**src/rtl/if_pkg.sv**
```systemverilog
// Shared types and defaults for the instruction-fetch stage.
package if_pkg;

  localparam logic [31:0] DEFAULT_RESET_PC = 32'h8000_0000;
  localparam logic [31:0] DEFAULT_NOP_INS  = 32'h0000_0000;

  // Fetch FSM encoding, kept as plain constants for older tool flows.
  typedef logic [1:0] state_t;
  localparam state_t IDLE = 2'd0;
  localparam state_t REQ  = 2'd1;
  localparam state_t DROP = 2'd2;

  // One buffered fetch result: the address it came from and the word returned.
  typedef struct packed {
    logic [31:0] pc;
    logic [31:0] ins;
  } fetch_entry_t;

endpackage

```
**src/rtl/if_fetch_if.sv**
```systemverilog
// Bundle of the fetch stage's memory handshake, redirect input and IF/ID head outputs.
interface if_fetch_if;
  logic        imem_req;
  logic [31:0] imem_addr;
  logic        imem_ack;
  logic [31:0] imem_rdata;
  logic        redirect;
  logic [31:0] redirect_pc;
  logic        wr_IF2ID;
  logic [31:0] ins_out;
  logic [31:0] pc_out;
  logic        ins_valid;

  modport master (
    output imem_req, imem_addr, ins_out, pc_out, ins_valid,
    input  imem_ack, imem_rdata, redirect, redirect_pc, wr_IF2ID
  );

  modport slave (
    input  imem_req, imem_addr, ins_out, pc_out, ins_valid,
    output imem_ack, imem_rdata, redirect, redirect_pc, wr_IF2ID
  );
endinterface

```
**src/rtl/fetch_fifo.sv**
```systemverilog
// Small synchronous FIFO holding fetched {pc, ins} entries; flush beats push.
module fetch_fifo
  import if_pkg::*;
#(
  parameter int DEPTH = 2
) (
  input  logic                     clk,
  input  logic                     reset,
  input  logic                     push,
  input  logic                     pop,
  input  logic                     flush,
  input  fetch_entry_t             din,
  output fetch_entry_t             head,
  output logic [$clog2(DEPTH):0]   count,
  output logic                     empty,
  output logic                     full
);

  localparam int AW = $clog2(DEPTH);
  localparam int CW = AW + 1;

  fetch_entry_t   mem [DEPTH];
  logic [AW-1:0]  rd_ptr;
  logic [AW-1:0]  wr_ptr;
  logic           do_push;
  logic           do_pop;

  assign empty   = (count == '0);
  assign full    = (count == CW'(DEPTH));
  assign do_push = push && !flush && (!full || pop);
  assign do_pop  = pop && !flush && !empty;
  assign head    = mem[rd_ptr];

  // Storage array; contents only matter where the pointers say they are valid.
  always_ff @(posedge clk) begin
    if (do_push) mem[wr_ptr] <= din;
  end

  // Pointer and occupancy bookkeeping; flush empties the FIFO in one edge.
  always_ff @(posedge clk) begin
    if (reset || flush) begin
      rd_ptr <= '0;
      wr_ptr <= '0;
      count  <= '0;
    end else begin
      if (do_push) wr_ptr <= wr_ptr + AW'(1);
      if (do_pop)  rd_ptr <= rd_ptr + AW'(1);
      case ({do_push, do_pop})
        2'b10:   count <= count + CW'(1);
        2'b01:   count <= count - CW'(1);
        default: count <= count;
      endcase
    end
  end

endmodule

```
**src/rtl/if_fetch.sv**
```systemverilog
// Instruction-fetch stage: owns the fetch PC, runs the imem req/ack handshake,
// buffers returned words and presents the head entry to IF/ID.
module if_fetch
  import if_pkg::*;
#(
  parameter logic [31:0] RESET_PC = DEFAULT_RESET_PC,
  parameter int          DEPTH    = 2,
  parameter logic [31:0] NOP_INS  = DEFAULT_NOP_INS
) (
  input  logic  clk,
  input  logic  reset,
  if_fetch_if.master bus
);

  localparam int CW = $clog2(DEPTH) + 1;

  state_t         state;
  logic [31:0]    fetch_pc;
  logic [31:0]    req_addr;
  logic [31:0]    target;
  logic [31:0]    pc_plus4;
  logic           push;
  logic           pop;
  logic           empty;
  logic           full;
  logic           has_room;
  logic [CW-1:0]  count;
  logic [CW-1:0]  occ_next;
  fetch_entry_t   head;
  fetch_entry_t   din;

  assign target   = {bus.redirect_pc[31:2], 2'b00};
  assign pc_plus4 = fetch_pc + 32'd4;
  assign push     = (state == REQ) && bus.imem_ack && !bus.redirect && !full;
  assign pop      = !empty && bus.wr_IF2ID && !bus.redirect;
  assign din      = '{pc: req_addr, ins: bus.imem_rdata};
  assign has_room = (occ_next < CW'(DEPTH));

  fetch_fifo #(.DEPTH(DEPTH)) u_fifo (
    .clk   (clk),
    .reset (reset),
    .push  (push),
    .pop   (pop),
    .flush (bus.redirect),
    .din   (din),
    .head  (head),
    .count (count),
    .empty (empty),
    .full  (full)
  );

  // Buffer occupancy after this edge's push/pop, used to decide whether to keep requesting.
  always_comb begin
    occ_next = count;
    if (bus.redirect) begin
      occ_next = '0;
    end else begin
      if (push) occ_next = occ_next + CW'(1);
      if (pop)  occ_next = occ_next - CW'(1);
    end
  end

  // Fetch FSM: an issued request cannot be withdrawn, so a redirect while waiting goes through DROP.
  always_ff @(posedge clk) begin
    if (reset) begin
      state    <= IDLE;
      fetch_pc <= RESET_PC;
      req_addr <= RESET_PC;
    end else begin
      case (state)
        IDLE: begin
          if (bus.redirect) begin
            fetch_pc <= target;
          end else if (has_room) begin
            state    <= REQ;
            req_addr <= fetch_pc;
          end
        end
        REQ: begin
          if (bus.redirect) begin
            fetch_pc <= target;
            if (bus.imem_ack) req_addr <= target;
            else              state    <= DROP;
          end else if (bus.imem_ack) begin
            fetch_pc <= pc_plus4;
            if (has_room) req_addr <= pc_plus4;
            else          state    <= IDLE;
          end
        end
        DROP: begin
          if (bus.redirect) fetch_pc <= target;
          if (bus.imem_ack) begin
            state    <= REQ;
            req_addr <= bus.redirect ? target : fetch_pc;
          end
        end
        default: state <= IDLE;
      endcase
    end
  end

  assign bus.imem_req  = (state == REQ) || (state == DROP);
  assign bus.imem_addr = req_addr;
  assign bus.ins_valid = !empty;
  assign bus.ins_out   = empty ? NOP_INS : head.ins;
  assign bus.pc_out    = empty ? fetch_pc : head.pc;

endmodule

```
**src/flat_wrapper.sv**
```systemverilog
// flat-port wrapper written by rule: the top's interface ports become plain ports
module if_fetch_flat import if_pkg::*;
#(
  parameter logic [31:0] RESET_PC = DEFAULT_RESET_PC,
  parameter int          DEPTH    = 2,
  parameter logic [31:0] NOP_INS  = DEFAULT_NOP_INS
)
  (clk, reset, bus_imem_req, bus_imem_addr, bus_ins_out, bus_pc_out, bus_ins_valid, bus_imem_ack, bus_imem_rdata, bus_redirect, bus_redirect_pc, bus_wr_IF2ID);
  if_fetch_if bus_i ();
  input  logic clk;
  input  logic reset;
  output wire logic [$bits(bus_i.imem_req)-1:0] bus_imem_req;
  output wire logic [$bits(bus_i.imem_addr)-1:0] bus_imem_addr;
  output wire logic [$bits(bus_i.ins_out)-1:0] bus_ins_out;
  output wire logic [$bits(bus_i.pc_out)-1:0] bus_pc_out;
  output wire logic [$bits(bus_i.ins_valid)-1:0] bus_ins_valid;
  input wire logic [$bits(bus_i.imem_ack)-1:0] bus_imem_ack;
  input wire logic [$bits(bus_i.imem_rdata)-1:0] bus_imem_rdata;
  input wire logic [$bits(bus_i.redirect)-1:0] bus_redirect;
  input wire logic [$bits(bus_i.redirect_pc)-1:0] bus_redirect_pc;
  input wire logic [$bits(bus_i.wr_IF2ID)-1:0] bus_wr_IF2ID;
  assign bus_imem_req = bus_i.imem_req;
  assign bus_imem_addr = bus_i.imem_addr;
  assign bus_ins_out = bus_i.ins_out;
  assign bus_pc_out = bus_i.pc_out;
  assign bus_ins_valid = bus_i.ins_valid;
  assign bus_i.imem_ack = bus_imem_ack;
  assign bus_i.imem_rdata = bus_imem_rdata;
  assign bus_i.redirect = bus_redirect;
  assign bus_i.redirect_pc = bus_redirect_pc;
  assign bus_i.wr_IF2ID = bus_wr_IF2ID;
  if_fetch #(.RESET_PC(RESET_PC), .DEPTH(DEPTH), .NOP_INS(NOP_INS)) u_core (.clk(clk), .reset(reset), .bus(bus_i));
endmodule
```
**config.mk**
```make
export PLATFORM = sky130hd
export DESIGN_NAME = if_fetch_flat
export DESIGN_NICKNAME = d
export VERILOG_FILES = /design/src/rtl/if_pkg.sv /design/src/rtl/if_fetch_if.sv /design/src/rtl/fetch_fifo.sv /design/src/rtl/if_fetch.sv /design/src/flat_wrapper.sv
export SDC_FILE = /design/constraint.sdc
export NUM_CORES = 1
export LEC_CHECK = 0
export ABC_CLOCK_PERIOD_IN_PS = 6400
export CAP_MARGIN = 10
export CORE_MARGIN = 2
export CORE_UTILIZATION = 50
export DETAILED_ROUTE_END_ITERATION = 8
export GPL_ROUTABILITY_DRIVEN = 0
export PLACE_DENSITY = 0.75
export SYNTH_ARGS = -nofsm -noshare
export SYNTH_HDL_FRONTEND = slang
export SYNTH_SLANG_ARGS = --single-unit
export TNS_END_PERCENT = 20
```
**constraint.sdc**
```tcl
create_clock -name clk -period 6.4 [get_ports clk]
set_clock_uncertainty 0.2 [all_clocks]
set_input_delay 1.28 -clock clk [delete_from_list [all_inputs] [get_ports clk]]
set_output_delay 1.28 -clock clk [all_outputs]
set_load 0.02 [all_outputs]
```
After elaboration in Yosys (flattened, before gate mapping). Memory sizes are Yosys's and may differ from the RTL's. A register that Yosys moved wholly into a read port is not among the register bits. Index checks and enable logic that the tools add are counted.

Add/subtract/negate cells: 6. Order comparisons: 1. Equal/unequal tests: 13. Mux-type cells: 31. Reductions and logical operators: 24.

Operators by type and width (number): $mux W32 (12); $pmux W32 S3 (1); $pmux W32 S2 (1); $add A32 B3 Y32 const B (1); $mux W2 (11); $reduce_and A6 Y1 (2); $logic_and A1 B1 Y1 (9); $ne A3 B3 Y1 const B (3); $eq A2 B2 Y1 const B (3); $ne A2 B2 Y1 const B (3); $pmux W2 S3 (1); $eq A2 B1 Y1 const B (2); $logic_not A2 Y1 (2); $mux W1 (4); $pmux W2 S2 (1); $reduce_bool A2 Y1 (2); $sub A2 B1 Y2 const B (2); $logic_not A1 Y1 (3); $logic_or A1 B1 Y1 (3); $ne A3 B2 Y1 const B (1); $reduce_bool A3 Y1 (1); $add A1 B1 Y1 const B (2); $add A2 B1 Y2 const B (1); $lt A2 B2 Y1 const B (1); 3 further kinds (3).

Bits in registers: 70. Memory bits (writable): 128. Output and inout port bits: 98. Logic and storage cells: 82. Memories kept: 1.

Memory list: u_core.u_fifo.mem (words 2, bits a word 64, read ports 1, clocked after Yosys merged registers in 1, write ports 1, RTL line fetch_fifo.sv:22) `fetch_entry_t mem [DEPTH];`.

Logic depth before layout (Yosys ltp).
Word-level depth: 14. Depth in mapped cells: 12. Gate-level depth less buffers: 9.

Modules after synthesis. From an unflattened synthesis, not the netlist that was laid out.

Cell total of the unflattened synthesis: 925. Area, all modules: 9950.8 µm².

By module, submodules not included: if_fetch (instances 1, cells each 696, area each 5094.9 µm²); fetch_fifo (instances 1, cells each 229, area each 4855.9 µm²).

Worst setup path after synthesis. No wires, ideal clock.

Kind: input port to flip-flop. Start point: input port bus_redirect. End point: memory u_core.u_fifo.mem[0][0] (netlist bit) (enable). Setup time: 487 ps. Data arrival time: 4402 ps. Path slack: 1311 ps. Stages: 4. Path through: and4bb_1 buf_6 inv_1 nor2_1.

Cells in the longest elaborated chain, start to end: 7. Elaborated cells on any way between the ends: 9. Classes of those cells: mux (2); reduce/logical (7).

RTL lines: start, declared (RTL line flat_wrapper.sv:19) `input wire logic [$bits(bus_i.redirect)-1:0] bus_redirect;`; $logic_not A1 Y1 * (RTL line fetch_fifo.sv:30, if_fetch.sv:34, if_fetch.sv:35); $logic_and A1 B1 Y1 (2 in series) (RTL line if_fetch.sv:34) `assign push = (state == REQ) && bus.imem_ack && !bus.redirect && !full;`; $logic_and A1 B1 Y1 (RTL line fetch_fifo.sv:30) `assign do_push = push && !flush && (!full || pop);`; $logic_and A1 B1 Y1 * (RTL line fetch_fifo.sv:30); $mux W1 * (RTL line fetch_fifo.sv:36) `if (do_push) mem[wr_ptr] <= din;`; $mux W1 (implied by the code) * (RTL line fetch_fifo.sv:36); end, declared (RTL line fetch_fifo.sv:22).

Mark *: on every way between the ends. The rest lies on a longest branch, timed or not.

Final worst setup path.
Start point: register u_core.u_fifo.count[0]. End point: output port bus_pc_out[31].

Cells in the longest elaborated chain, start to end: 2.

RTL lines: start, declared (RTL line fetch_fifo.sv:14) `output logic [$clog2(DEPTH):0] count,`; start signal, assigned (RTL line fetch_fifo.sv:49) `2'b10: count <= count + CW'(1);`; start signal, assigned (RTL line fetch_fifo.sv:50) `2'b01: count <= count - CW'(1);`; start signal, assigned (RTL line fetch_fifo.sv:51) `default: count <= count;`; $logic_not A2 Y1 (RTL line fetch_fifo.sv:28) `assign empty = (count == '0);`; $mux W32 (RTL line if_fetch.sv:106) `assign bus.pc_out = empty ? fetch_pc : head.pc;`; end, declared (RTL line flat_wrapper.sv:15) `output wire logic [$bits(bus_i.pc_out)-1:0] bus_pc_out;`.

Every way passes these cells.

==> results.toml <==
[synthesis]
yosysWarnings = 0
synthCells = 1002
async_flop_share_pct = 0
yosysTopAreaCellShare_pct = 37.6
synth_fp_nets = 1079
synth-edff-count = 128
synth_seq_area_share_pct = 51.5
ys_ff_latch = 199
yosysUniqueCellTypes = 77
avgSynthCellArea_sq_um = 10.2
synth_area_leaders = "edfxtp_1 38%, dfxtp_1 14%, mux2i_1 8.1%"
synthFlopType = "edfxtp_1"
syn_area_sq_um = 10200
synth_top_area_cell = "edfxtp_1"

[floorplan]
die_x_um = 147
row_count = 52
initial_utilization_pct = 50.7
die_h_um = 147
io-pin-count = 167
core-area_sq_um = 20200
die-area_sq_um = 21600

[setup_path]
reg2reg_slack_ps = 2430
max_stage_delay_ps = 800
criticalPathCategory = "register to primary output"
crit_path_end_kind = "primary output"
crit_family = "buffers and inverters"
worstPathCellList = "inv_1, ha_4, nand2_1, o21ai_0, clkdlybuf4s50_1"
crit_fanout = 98
start_kind = "register"
crit_path_top_delay_cell = "ha_4"
crit_cells = 5
critPathRequiredTime_ps = 4920
arrival_ps = 2980
cp.buffers_inverters = 2
r2r_cells = 8

[job]
drv_cap = 0

[finish]
final_nets = 1180
final_cell_mix = "162 x clkdlybuf4s50_1, 128 x edfxtp_1, 91 x nand2_1, 83 x mux2i_1, 81 x nor2_1"
drive_gt1_share_pct = 7.35
mostFrequentLayoutCell = "clkdlybuf4s50_1"
area_growth_pct = 22.6
post-route-util_pct = 62.1

[cts]
clk_path_buf_depth = 2
htree_levels = 4
root_buffer = "clkbuf_16"
cts_buffers = 17
ctsHoldBuffers = 0
clk_latency_ps = 440
post_cts_resized = 0
tritoncts = "built"
cts.sinks = 199
cts_setup_buffers = 0
clk_pin_slew_ps = 80

[global_route]
grt_usage_pct = 25.4
grt_pass1_wl_um = 43300
grt_pass1_vias = 8004
overflow = 0
grt_max_degree = 99
antenna_found_initial = 1

[sta]
worst_slew_pin_slew_ps = 1230
finalSetupViolCount = 0
slew_headroom_pct = 17.5
fmax_mhz = 224
finalSetupTns_ps = 0
hold_violations = 0
timing.final.crit_share_pct = 69.7
slew_violations = 0
rsz0062_at_grt = "no"
period_minus_slack_ps = 4460

[detailed_routing]
wl_per_cell_um = 20.2
wl_um = 28000
drt_iter0_markers = 1069
drtAntennaViolNets = 0
drt_first_pass_iters = 6
dr_total_vias = 8600
viasPerCell = 6.20
drc = 0

[pwr]
ir_drop_mv = 0.207
power_leakage_nw = 4.09
pwr_density_cell_nw_per_um2 = 298

[placed_design]
hpwlAfterDp_um = 17900
io_buffers = 164

[min_path]
worstHoldPathType = "register to register"
hold_depth = 0

[outcome]
status = "complete, no violations"
-- state kept, by name (all words and copies together) (netlist names), named ones only --
name / count
u_core.fetch_pc: 32
u_core.u_fifo.count: 2
u_core.bus.imem_addr: 32
u_core.u_fifo.mem: 128
u_core.u_fifo.wr_ptr: 1
u_core.state: 2
u_core.u_fifo.rd_ptr: 1
-- where the power goes --
group	switching, W	total, W	internal (W)
sequential	0.000105	0.00158	0.00148
clock	0.000522	0.00115	0.000633
combinational	0.000610	0.00100	0.000389
total	0.00124	0.00374	0.00250
-- layer usage --
metal	part of all wire, %	track usage [%]
met5	0	0
met2	45	40.0
met1	42	34.7
met4	2.5	9.76
met3	10	5.40
-- metrics by stage --
stage	hold slack, ps	power (W)	cell area (sq um)	cells	setup slack [ps]
CTS	280	0.00373	12500	1386	1910
detailed placement	267	0.00259	11900	1354	1810
global route	301	0.00387	12500	1387	1720
finish	280	0.00374	12500	1387	1940
floorplan	252	0.00221	10200	1002	1310
global placement	252	0.00257	11900	1354	1860
-- area by class of cell --
type / count / area, sq um
clock buffers: 17 / 425
fillers: 1666 / 7630
inverters: 22 / 82.6
diodes: 1 / 2.50
flip-flops and latches: 199 / 5270
multi-input cells: 691 / 4510
repair buffers: 172 / 1700
clock inverters: 15 / 206
well taps: 270 / 338
-- cells by family after synthesis --
group / share of synthesized area [%]
AND/OR/NAND/NOR: 15.5
flip-flops: 51.5
XOR/XNOR: 0.514
buffers and inverters: 4.81
multiplexers: 8.81
adder cells (fa/ha/maj): 0.979
AO/OA/AOI/OAI: 17.8
-- synth_stat cells (4+ instances only) --
library cell  number
o211ai_1           6
dfxtp_1           71
edfxtp_1         128
nor3_1            17
mux2_2             4
nor2_1            83
a211oi_2           6
a31oi_1           18
nor4_1            13
mux2i_1           83
nand2_1           91
buf_1              8
o221ai_1           9
and3_1            10
a21oi_1           62
ha_1               8
a311oi_1           5
buf_2             14
buf_6              5
a22oi_1            6
inv_1             22
nand2b_1          15
nand4_1           17
a221oi_1           6
nor2b_1           11
clkbuf_1          62
o21a_1             4
o31ai_1            9
a21o_1             5
nand3_1           38
and2_1             8
o22ai_1            4
o21ai_0           69
a211oi_1          11
and4_1             4
-- final timing paths --
path | endpoint | startpoint
max reg2reg | u_core.bus.imem_addr[17] | u_core.u_fifo.count[0]
min reg2reg | u_core.u_fifo.mem[0][46] | u_core.bus.imem_addr[14]
max | bus_pc_out[31] | u_core.u_fifo.count[0]
min | u_core.u_fifo.mem[0][46] | u_core.bus.imem_addr[14]
Power figures use the tool's default switching activity.
